$ cat src/rtl/pdl_timer_scheduler.sv
// -----------------------------------------------------------------------------
// pdl_timer_scheduler
//
// Shared-timebase scheduler for the four game-paddle timer channels. One trig
// strobe launches every enabled channel at once. A single prescaler and step
// counter sequence the run, and each channel's status bit drops when the step
// count reaches the position that was latched for it at trig time. Channel i
// with latched position p stays high for BASE_TICKS + p*STEP_TICKS cycles.
//
// Parameters
//   BASE_TICKS  lead-in cycles before step counting starts (1..1023)
//   STEP_TICKS  cycles per position step (1..1023)
//
// Ports
//   sys_clk    in   system clock, all state changes on the rising edge
//   reset      in   synchronous active-high reset (wins over trig)
//   trig       in   one-cycle paddle-trigger strobe, restarts any run
//   ch_en[3:0] in   per-channel enable, sampled with trig
//   pos0..pos3 in   8-bit paddle positions, sampled with trig
//   status[3:0] out per-channel timer-running bit
//   busy       out  high while the scheduler is not IDLE
//   done       out  one-cycle pulse when the last running channel clears
//   state_dbg  out  current scheduler state (0 IDLE, 1 BASE, 2 STEP)
//
// Handshake: there is no valid/ready pair here. trig is a fire-and-forget
// strobe accepted in every state; a trig always restarts the run and takes
// precedence over the clearing/ending that would otherwise happen that cycle.
// -----------------------------------------------------------------------------
module pdl_timer_scheduler #(
    parameter int BASE_TICKS = 200,
    parameter int STEP_TICKS = 582
) (
    input  logic       sys_clk,
    input  logic       reset,
    input  logic       trig,
    input  logic [3:0] ch_en,
    input  logic [7:0] pos0,
    input  logic [7:0] pos1,
    input  logic [7:0] pos2,
    input  logic [7:0] pos3,
    output logic [3:0] status,
    output logic       busy,
    output logic       done,
    output logic [1:0] state_dbg
);

    typedef enum logic [1:0] {
        IDLE = 2'd0,
        BASE = 2'd1,
        STEP = 2'd2
    } state_t;

    localparam logic [9:0] BASE_LOAD = 10'(BASE_TICKS - 1);
    localparam logic [9:0] STEP_LOAD = 10'(STEP_TICKS - 1);

    state_t     state_q, state_d;
    logic [9:0] presc_q, presc_d;
    logic [7:0] step_q, step_d;
    logic [7:0] pos_q [4];
    logic [7:0] pos_d [4];
    logic [3:0] status_q, status_d;
    logic       done_q, done_d;
    logic [3:0] clr;
    logic [7:0] step_nxt;

    // Step count saturates at 255; every latched position is <= 255, so an
    // active run always ends by then and the counter never wraps.
    assign step_nxt = (step_q == 8'hFF) ? step_q : step_q + 8'd1;

    always_comb begin
        state_d  = state_q;
        presc_d  = presc_q;
        step_d   = step_q;
        pos_d    = pos_q;
        status_d = status_q;
        done_d   = 1'b0;
        clr      = 4'b0000;

        if (trig) begin
            // Restart: a run only starts if at least one channel is enabled.
            pos_d[0] = pos0;
            pos_d[1] = pos1;
            pos_d[2] = pos2;
            pos_d[3] = pos3;
            status_d = ch_en;
            presc_d  = BASE_LOAD;
            step_d   = 8'd0;
            state_d  = (ch_en != 4'b0000) ? BASE : IDLE;
        end else begin
            case (state_q)
                BASE: begin
                    if (presc_q == 10'd0) begin
                        for (int i = 0; i < 4; i++) begin
                            clr[i] = (pos_q[i] == 8'd0);
                        end
                        presc_d = STEP_LOAD;
                        state_d = STEP;
                    end else begin
                        presc_d = presc_q - 10'd1;
                    end
                end
                STEP: begin
                    if (presc_q == 10'd0) begin
                        step_d = step_nxt;
                        for (int i = 0; i < 4; i++) begin
                            clr[i] = (pos_q[i] == step_nxt);
                        end
                        presc_d = STEP_LOAD;
                    end else begin
                        presc_d = presc_q - 10'd1;
                    end
                end
                default: ;
            endcase

            if (state_q != IDLE) begin
                // Disabled channels are already 0, so clearing them is a no-op
                // and they cannot hold the run open.
                status_d = status_q & ~clr;
                if (status_d == 4'b0000) begin
                    state_d = IDLE;
                    done_d  = 1'b1;
                end
            end
        end
    end

    always_ff @(posedge sys_clk) begin
        if (reset) begin
            state_q  <= IDLE;
            presc_q  <= 10'd0;
            step_q   <= 8'd0;
            status_q <= 4'b0000;
            done_q   <= 1'b0;
            for (int i = 0; i < 4; i++) begin
                pos_q[i] <= 8'd0;
            end
        end else begin
            state_q  <= state_d;
            presc_q  <= presc_d;
            step_q   <= step_d;
            status_q <= status_d;
            done_q   <= done_d;
            for (int i = 0; i < 4; i++) begin
                pos_q[i] <= pos_d[i];
            end
        end
    end

    assign status    = status_q;
    assign busy      = (state_q != IDLE);
    assign done      = done_q;
    assign state_dbg = state_q;

endmodule
$ cat config.mk
export PLATFORM = sky130hd
export DESIGN_NAME = pdl_timer_scheduler
export DESIGN_NICKNAME = d
export VERILOG_FILES = /design/src/rtl/pdl_timer_scheduler.sv
export SDC_FILE = /design/constraint.sdc
export NUM_CORES = 1
export LEC_CHECK = 0
export CORE_MARGIN = 2
export CORE_UTILIZATION = 55
export CTS_BUF_LIST = sky130_fd_sc_hd__clkbuf_16
export DETAILED_ROUTE_END_ITERATION = 8
export DONT_BUFFER_PORTS = 1
export PLACE_DENSITY = 0.69
export SLEW_MARGIN = 0
export SYNTH_ARGS = -nofsm -noshare
export SYNTH_HDL_FRONTEND = slang
export SYNTH_SLANG_ARGS = --single-unit
$ cat constraint.sdc
create_clock -name sys_clk -period 4.7 [get_ports sys_clk]
set_input_delay 0.94 -clock sys_clk [delete_from_list [all_inputs] [get_ports sys_clk]]
set_output_delay 0.94 -clock sys_clk [all_outputs]
set_load 0.01 [all_outputs]
==> flow_summary.json, run 1 <==
{
  "synth_edf_count": 0,
  "p_int_uw": 971,
  "power_switching_uw": 309,
  "max_slew.worst_pin.slew_ns": 0.873,
  "criticalPathCategory": "flip-flop to flip-flop",
  "end_kind": "flip-flop",
  "rsz0062_at_grt": "no",
  "final_common_cell": "nor2_1",
  "postLayoutCellArea_um2": 3640,
  "track_usage": 0.270,
  "slew_viol_final": 0,
  "synth_nets": 439,
  "hp-start": "presc_q[2]$_SDFFE_PP0P_",
  "fin_skew_ns": 0.00894,
  "die_w_um": 82.5,
  "worstPathCellList": "ha_1 > nand3_2 > nor2_2 > a211oi_1 > or3b_1 > nor4b_2 > a41o_1 > nand4_1 > a41o_1",
  "synth_area_per_cell_um2": 8.58,
  "ys_top_cells_by_area": "dfxtp_1 (34%), mux2i_1 (9.4%), nor2_1 (6.6%), xnor2_1 (3.6%), a21oi_1 (3.0%)",
  "dp_hpwl_um": 6300,
  "outcome": "finished, final reports clean",
  "crit_start": "step_q[0]$_SDFFE_PP0P_",
  "drc": 0,
  "whs_ns": 0.540,
  "power_density_nw_per_um2": 352,
  "fillCellCount": 525,
  "fmax_ghz": 0.271,
  "yosys.area_share.xor_xnor": 0.0783,
  "period_minus_slack_ns": 3.68,
  "rows": 28,
  "cpLargestDelayFamily": "simple AND/OR/NAND/NOR gates",
  "post_drt_via_cell_ratio": 6.43,
  "total_power_uw": 1280,
  "postPlaceCellArea_um2": 3350,
  "clk_latency_ns": 0.33,
  "cts_tree": "built",
  "cp_slowest_cell": "nor2_2",
  "ys_ff_latch": 57,
  "yosys_warnings": 0,
  "gp_congestion": 0.907,
  "pwr-share-clk": 0.492,
  "yosys.area_share.simple": 0.255,
  "setup.worst_path.start_class": "flip-flop",
  "max_stage_delay_ns": 0.64,
  "crit_path_max_fanout": 18,
  "post_cts_buffers": 0,
  "htreeDepth": 3,
  "netlist_area_um2": 3390,
  "postRouteAntennaNets": 0,
  "grt_max_degree": 45,
  "crit_top_cell": "a41o_1",
  "cts_sinks": 57,
  "synth_top_family_by_area": "simple AND/OR/NAND/NOR gates",
  "layout-drive-gt1-share": 0.0829,
  "diodes": 0,
  "wl_per_cell_um": 18.8,
  "grt_pass1_vias": 2719,
  "swShare": 0.241,
  "routed_wirelength_um": 8660,
  "fin_tns_setup_ns": 0,
  "ys.flop_type": "dfxtp_1",
  "via_count": 2965,
  "rr_startpoint": "step_q[0]$_SDFFE_PP0P_",
  "cts_made_buffers": 9,
  "grt_overflow": 0,
  "p_leak_uw": 0.00137,
  "critPathRequiredTime_ns": 4.92,
  "clk_pin_slew_worst_paths_ns": 0.05,
  "drt_iter0_markers": 277,
  "yosysUniqueCellTypes": 67,
  "hold_viol_final": 0,
  "drtPass1Iterations": 5,
  "initial_core_util": 0.569,
  "yosysTopAreaCell": "dfxtp_1",
  "antenna_found_initial": 0,
  "cts_root_buf": "clkbuf_16",
  "mostFrequentLayoutCells": "nor2_1 (60), dfxtp_1 (57), mux2i_1 (32)",
  "ioPinCount": 47,
  "area_growth_pct": 7.27,
  "yosysSeqAreaShare": 0.337,
  "clk_path_buf_depth": 2,
  "synth.top_cell.area_share": 0.337,
  "synthAdderAreaFrac": 0.0185,
  "fp.coreArea_um2": 5960,
  "synth_cells": 395,
  "nets": 425,
  "dieArea_um2": 6810,
  "synth_compound_gate_area_share": 0.164,
  "utilization": 0.611,
  "drv_cap": 0,
  "ctsHoldBuffers": 0,
  "worstPathArrival_ns": 3.90,
  "io_buffers": 0,
  "slew_headroom": 0.414,
  "synth_mux_area_frac": 0.0978,
  "vdd_drop_max_mv": 0.256,
  "fin_crit_sh": 0.784,
  "power_frac_comb": 0.084,
  "holdCritPathClass": "flip-flop to flip-flop",
  "grt_pass1_wl_um": 13600,
  "cts-resized-gates": 0,
  "die_y_um": 82.5,
  "final-setup-viol-count": 0,
  "ys_async_sr_fraction": 0,
  "p_seq_frac": 0.424,
  "path_buf_inv": 0
}
==> final timing paths <==
kind,endpoint,cells past startpoint,slack [ns]
setup / recovery,state_dbg[0]$_SDFF_PP0_,9,1.02
hold / removal,presc_q[2]$_SDFFE_PP0P_,2,0.54
setup reg to reg,state_dbg[0]$_SDFF_PP0_,9,1.02
hold reg to reg,presc_q[2]$_SDFFE_PP0P_,2,0.54
==> through the flow <==
step	setup slack, ns	cells
after CTS	1.10	461
final	1.02	461
after global routing	0.868	461
after detailed placement	1.12	445
after floorplan	2.19	395
after global placement	1.17	445
==> logic make-up (layout without fill, tap and decap cells) <==
| group | Yosys count | in the layout |
|---|---|---|
| compound gates | 80 | 80 |
| fa+ha+maj | 5 | 5 |
| buf+inv | 34 | 25 |
| mux | 33 | 33 |
| xor+xnor | 25 | 25 |
| flops | 57 | 57 |
| simple gates | 161 | 161 |
==> layout make-up <==
| type | instances | area [um2] | area share |
|---|---|---|---|
| clock buffers | 9 | 225 | 0.0619 |
| inverters | 9 | 33.8 | 0.00929 |
| clock inverters | 7 | 61.3 | 0.0169 |
| multi-input cells | 304 | 2080 | 0.572 |
| well taps | 75 | 93.8 | 0.0258 |
| flip-flops and latches | 57 | 1140 | 0.314 |
==> power groups by stage <==
stage          Combinational (uW)  Clock (uW)  Sequential [uW]
2_1_floorplan                 102           0              540
3_3_place_gp                  104           0              550
3_5_place_dp                  107           0              551
4_1_cts                       108         636              541
5_1_grt                       121         662              545
6_report                      108         629              542
==> registers in the layout, indices dropped and copies added, names as in the netlist <==
| signal | flops |
|---|---|
| pos_q | 32 |
| presc_q | 10 |
| step_q | 8 |
| status | 4 |
| state_dbg | 2 |
| done | 1 |
==> synthesized netlist by cell type, types with 6 or more instances <==
| cell | n |
|---|---|
| nand4_1 | 6 |
| mux2i_1 | 32 |
| nor4_1 | 12 |
| dfxtp_1 | 57 |
| clkbuf_1 | 9 |
| a21oi_1 | 20 |
| o21ai_0 | 15 |
| nor2_1 | 60 |
| a31oi_1 | 7 |
| nor3_1 | 11 |
| xnor2_1 | 14 |
| nand2_1 | 17 |
| buf_2 | 8 |
| nand3_1 | 13 |
| a211oi_1 | 6 |
| xor2_1 | 8 |
| inv_1 | 8 |
==> routing by layer <==
layer / GRT usage / wire [um] / vias to the layer above
met5: 0 / 0 / -
met4: 0.0934 / 173 / 0
met3: 0.0837 / 604 / 19
met2: 0.422 / 3990 / 106
met1: 0.355 / 3890 / 1415
li1: - / - / 1425
==> worst reg2reg max path, delay by kind of cell, from the launching register on <==
kind,cells,cell delay [ns]
simple gates,5,1.74
fa+ha+maj,1,0.59
compound gates,3,0.63
flops,1,0.60
Power figures use the tool's default switching activity.
==> run 2: changes to the inputs <==
==> constraint.sdc (replaced) <==
create_clock -name sys_clk -period 3.5 [get_ports sys_clk]
set_input_delay 0.7 -clock sys_clk [delete_from_list [all_inputs] [get_ports sys_clk]]
set_output_delay 0.7 -clock sys_clk [all_outputs]
set_load 0.01 [all_outputs]
==> flow_summary.json, run 2 (synthesis results as in run 1) <==
{
  "rsz0062_at_grt": "no",
  "track_usage": 0.282,
  "nets": 429,
  "clk_path_buf_depth": 2,
  "slew_viol_final": 0,
  "layout-drive-gt1-share": 0.0923,
  "gp_congestion": 0.994,
  "max_slew.worst_pin.slew_ns": 0.677,
  "final_common_cell": "nor2_1",
  "cts_root_buf": "clkbuf_16",
  "top_register": "pos_q",
  "fmax_ghz": 0.341,
  "period_minus_slack_ns": 2.93,
  "vdd_drop_max_mv": 0.348,
  "slew_headroom": 0.545,
  "routed_wirelength_um": 8870,
  "clk_pin_slew_worst_paths_ns": 0.05,
  "postRouteAntennaNets": 0,
  "ctsHoldBuffers": 0,
  "criticalPathCategory": "flip-flop to flip-flop",
  "cts_made_buffers": 9,
  "area_growth_pct": 7.71,
  "p_leak_uw": 0.00136,
  "cts_tree": "built",
  "wl_per_cell_um": 19.1,
  "ioPinCount": 47,
  "initial_core_util": 0.569,
  "setup.worst_path.start_class": "flip-flop",
  "seq_area_um2": 1140,
  "setup_ws_ns": 0.565,
  "die_y_um": 82.5,
  "hold_viol_final": 0,
  "end_kind": "flip-flop",
  "clk_latency_ns": 0.32,
  "drc": 0,
  "cts-resized-gates": 0,
  "post_cts_buffers": 0,
  "whs_ns": 0.446,
  "via_count": 2950,
  "die_w_um": 82.5,
  "largest_reg_flops": 32,
  "postPlaceCellArea_um2": 3380,
  "cts_sinks": 57,
  "holdCritPathClass": "input port to flip-flop",
  "grt_overflow": 0,
  "worstPathArrival_ns": 3.15,
  "top_regs": "pos_q (32), presc_q (10), step_q (8)",
  "fin_tns_setup_ns": 0,
  "critPathRequiredTime_ns": 3.72,
  "worstPathCellList": "ha_1 > and3_4 > and4b_1 > or3_1 > o211ai_1 > nor4b_2 > a41o_1 > nand4_1 > a41o_1",
  "final-setup-viol-count": 0,
  "io_buffers": 0,
  "power_density_nw_per_um2": 454,
  "max_stage_delay_ns": 0.49,
  "outcome": "finished, final reports clean",
  "pre_cts_slack_ns": 0.626,
  "fin_skew_ns": 0.00465,
  "post_drt_via_cell_ratio": 6.34,
  "dieArea_um2": 6810,
  "rows": 28,
  "utilization": 0.613,
  "drt_iter0_markers": 337,
  "multi_input_area_um2": 2080,
  "drtPass1Iterations": 5,
  "diodes": 0,
  "dp_hpwl_um": 6500,
  "mostFrequentLayoutCells": "nor2_1 (60), dfxtp_1 (57), mux2i_1 (32)",
  "postLayoutCellArea_um2": 3650,
  "drv_cap": 0,
  "fillCellCount": 530,
  "grt_max_degree": 45,
  "fp.coreArea_um2": 5960,
  "cp_slowest_cell": "ha_1",
  "grt_pass1_wl_um": 14200,
  "crit_path_max_fanout": 11,
  "grt_pass1_vias": 2749,
  "fin_crit_sh": 0.838,
  "antenna_found_initial": 0,
  "htreeDepth": 3,
  "crit_top_cell": "a41o_1"
}
## run 2: final timing paths
check                                             start                       to  slack (ns)  cells past startpoint
worst max-delay path             step_q[0]$_SDFFE_PP0P_  state_dbg[0]$_SDFF_PP0_        0.57                      9
worst min-delay path                              reset    pos_q[0]$_SDFFE_PP0P_        0.45                      1
worst max register to register   step_q[0]$_SDFFE_PP0P_  state_dbg[0]$_SDFF_PP0_        0.57                      9
worst min register to register  presc_q[2]$_SDFFE_PP0P_  presc_q[2]$_SDFFE_PP0P_        0.53                      2
## run 2: through the flow
step	total power [uW]	instances
6_report	1660	465
5_1_grt	1730	465
4_1_cts	1670	465
3_5_place_dp	884	449
3_3_place_gp	881	449
2_1_floorplan	862	395
## run 2: routing by layer
| metal | vias up | track usage | part of all wire |
|---|---|---|---|
| met1 | 1382 | 0.374 | 0.44 |
| met2 | 124 | 0.435 | 0.46 |
| li1 | 1428 | - | - |
| met4 | 0 | 0.111 | 0.024 |
| met5 | - | 0 | 0 |
| met3 | 16 | 0.0783 | 0.075 |
## run 2: power by group
part / switching (uW) / internal [uW]
Combinational: 68.3 / 77.4
Sequential: 44.0 / 683
Clock: 309 / 475
Total: 422 / 1240
## run 2: critical path, delay by kind of cell (launching register included)
| family | cells | cell delay, ns |
|---|---|---|
| compound gates | 3 | 0.57 |
| fa+ha+maj | 1 | 0.49 |
| flops | 1 | 0.33 |
| simple gates | 5 | 1.43 |
## run 2: layout make-up
type	count	share of cell area
tap	75	0.0257
clock inverter	7	0.0127
timing repair buffer	4	0.00822
clock buffer	9	0.0617
inverter	9	0.00925
sequential	57	0.313
multi-input combinational	304	0.570
==> run 3: changes to the inputs <==
--- a/config.mk
+++ b/config.mk
@@ -10,7 +10,7 @@
 export CTS_BUF_LIST = sky130_fd_sc_hd__clkbuf_16
 export DETAILED_ROUTE_END_ITERATION = 8
 export DONT_BUFFER_PORTS = 1
-export PLACE_DENSITY = 0.69
+export PLACE_DENSITY = 0.72
 export SLEW_MARGIN = 0
 export SYNTH_ARGS = -nofsm -noshare
 export SYNTH_HDL_FRONTEND = slang
==> constraint.sdc (replaced) <==
create_clock -name sys_clk -period 2.4 [get_ports sys_clk]
set_input_delay 0.48 -clock sys_clk [delete_from_list [all_inputs] [get_ports sys_clk]]
set_output_delay 0.48 -clock sys_clk [all_outputs]
set_load 0.01 [all_outputs]
==> flow_summary.json, run 3 (synthesis results as in run 1) <==
{
  "nets": 496,
  "vdd_drop_max_mv": 0.617,
  "power_frac_comb": 0.102,
  "top_layer": "met4",
  "fmax_ghz": 0.400,
  "setup_ws_ns": -0.102,
  "crit_start": "step_q[0]$_SDFFE_PP0P_",
  "wl_met3_um": 881,
  "m1WireLength_um": 4380,
  "slew_viol_final": 0,
  "mostFrequentLayoutCells": "buf_4 (63), nor2_1 (57), dfxtp_1 (49)",
  "rsz0062_at_grt": "yes",
  "cts_made_buffers": 9,
  "critPathRequiredTime_ns": 2.62,
  "power_density_nw_per_um2": 600,
  "wl_met2_um": 4780,
  "setup.worst_path.start_class": "flip-flop",
  "postLayoutCellArea_um2": 4450,
  "holdCritPathClass": "input port to flip-flop",
  "fp.coreArea_um2": 5960,
  "cts_root_buf": "clkbuf_16",
  "gp_congestion": 1.01,
  "worstPathArrival_ns": 2.72,
  "htreeDepth": 3,
  "dp_hpwl_um": 7070,
  "drtPass1Iterations": 5,
  "cts_tree": "built",
  "ctsHoldBuffers": 0,
  "outcome": "complete, but fails checks",
  "pre_cts_slack_ns": -0.369,
  "initial_core_util": 0.569,
  "grt_overflow": 0,
  "postRouteAntennaNets": 0,
  "rr_startpoint": "step_q[0]$_SDFFE_PP0P_",
  "grt_pass1_vias": 3158,
  "endpoint": "state_dbg[0]$_SDFF_PP0_",
  "crit_path_max_fanout": 8,
  "routed_wirelength_um": 10300,
  "via_count": 3349,
  "p_seq_frac": 0.396,
  "power_switching_uw": 627,
  "antenna_found_initial": 0,
  "drt_iter0_markers": 238,
  "largest_reg_flops": 32,
  "rr_endpoint": "state_dbg[0]$_SDFF_PP0_",
  "final-setup-viol-count": 7,
  "drc": 0,
  "post_drt_via_cell_ratio": 6.30,
  "p_leak_uw": 0.00178,
  "grt_pass1_wl_um": 15400,
  "drv_cap": 0,
  "slew_headroom": 0.761,
  "die_w_um": 82.5,
  "period_minus_slack_ns": 2.50,
  "clk_latency_ns": 0.33,
  "layout-drive-gt1-share": 0.322,
  "clk_path_buf_depth": 2,
  "utilization": 0.747,
  "max_slew.worst_pin.slew_ns": 0.356,
  "hold_viol_final": 0,
  "swShare": 0.235,
  "grt_max_degree": 45,
  "violations": "setup timing",
  "end_kind": "flip-flop",
  "area_growth_pct": 31.3,
  "whs_ns": 0.219,
  "track_usage": 0.305,
  "diodes": 0,
  "cts_sinks": 57,
  "r2r_slack_ns": -0.10,
  "wl_per_cell_um": 19.4,
  "p_int_uw": 2040,
  "fin_crit_sh": 1.04,
  "rr_worst_depth": 10,
  "pwr-share-clk": 0.502,
  "clk_pin_slew_worst_paths_ns": 0.05,
  "die_y_um": 82.5,
  "dieArea_um2": 6810,
  "criticalPathCategory": "flip-flop to flip-flop",
  "final_common_cell": "buf_4",
  "rows": 28,
  "io_buffers": 0,
  "top_register": "pos_q",
  "ioPinCount": 47,
  "fin_skew_ns": 0.00700,
  "postPlaceCellArea_um2": 3850,
  "top_regs": "pos_q (32), presc_q (10), step_q (8)"
}
run 3: cell types whose count changed in the layout (fill, tap and decap cells not counted), sizes merged:
cell / change
buf: +67
bufinv: +2
clkinvlp: -3
clkinv: +1
run 3: worst min path at each step:
stage | start | cells after the start | to
2_1_floorplan | pos_q[24]$_SDFFE_PP0P_ | 2 | pos_q[24]$_SDFFE_PP0P_
3_3_place_gp | presc_q[2]$_SDFFE_PP0P_ | 2 | presc_q[2]$_SDFFE_PP0P_
3_5_place_dp | pos_q[5]$_SDFFE_PP0P_ | 2 | pos_q[5]$_SDFFE_PP0P_
4_1_cts | reset | 1 | presc_q[6]$_SDFFE_PP0P_
5_1_grt | reset | 1 | pos_q[2]$_SDFFE_PP0P_
6_report | reset | 1 | pos_q[1]$_SDFFE_PP0P_
run 3: repair_timing:
action                                  4_1_cts  5_1_grt
gates resized for setup                      17       51
endpoints found under the setup margin       12       17
pin swaps                                    10       20
buffers inserted                              1        4
run 3: power groups by stage:
stage / Combinational (uW) / Clock [uW] / Sequential [uW]
2_1_floorplan: 200 / 0 / 1060
3_3_place_gp: 239 / 0 / 1070
3_5_place_dp: 245 / 0 / 1070
4_1_cts: 256 / 1350 / 1050
5_1_grt: 300 / 1380 / 1060
6_report: 272 / 1340 / 1060
run 3: area by class of cell:
type / instances / area (um2)
Fill cell: 432 / 1510
Sequential cell: 57 / 1150
Inverter: 9 / 33.8
Clock inverter: 7 / 86.3
Timing Repair Buffer: 71 / 563
Tap cell: 75 / 93.8
Clock buffer: 9 / 225
Multi-Input combinational cell: 304 / 2300
run 3: through the flow:
stage | power (uW) | instances | setup TNS, ns
3_3_place_gp | 1310 | 512 | -0.962
6_report | 2670 | 532 | -0.374
4_1_cts | 2660 | 529 | -0.427
5_1_grt | 2740 | 532 | -1.49
2_1_floorplan | 1260 | 395 | 0
3_5_place_dp | 1320 | 512 | -1.48
run 3: routing by layer:
metal  vias up  track usage
met4         0        0.116
li1       1564            -
met2       149        0.478
met3        26       0.0750
met1      1610        0.406
met5         -            0
run 3: critical path: stages (launching register included):
cell	delay [ns]
dfxtp_2	0.36
buf_6	0.17
and4_4	0.28
o211ai_1	0.17
buf_4	0.17
a221o_1	0.32
nor4_2	0.19
a41oi_2	0.20
nor2_1	0.13
nand4_1	0.18
a41o_1	0.23
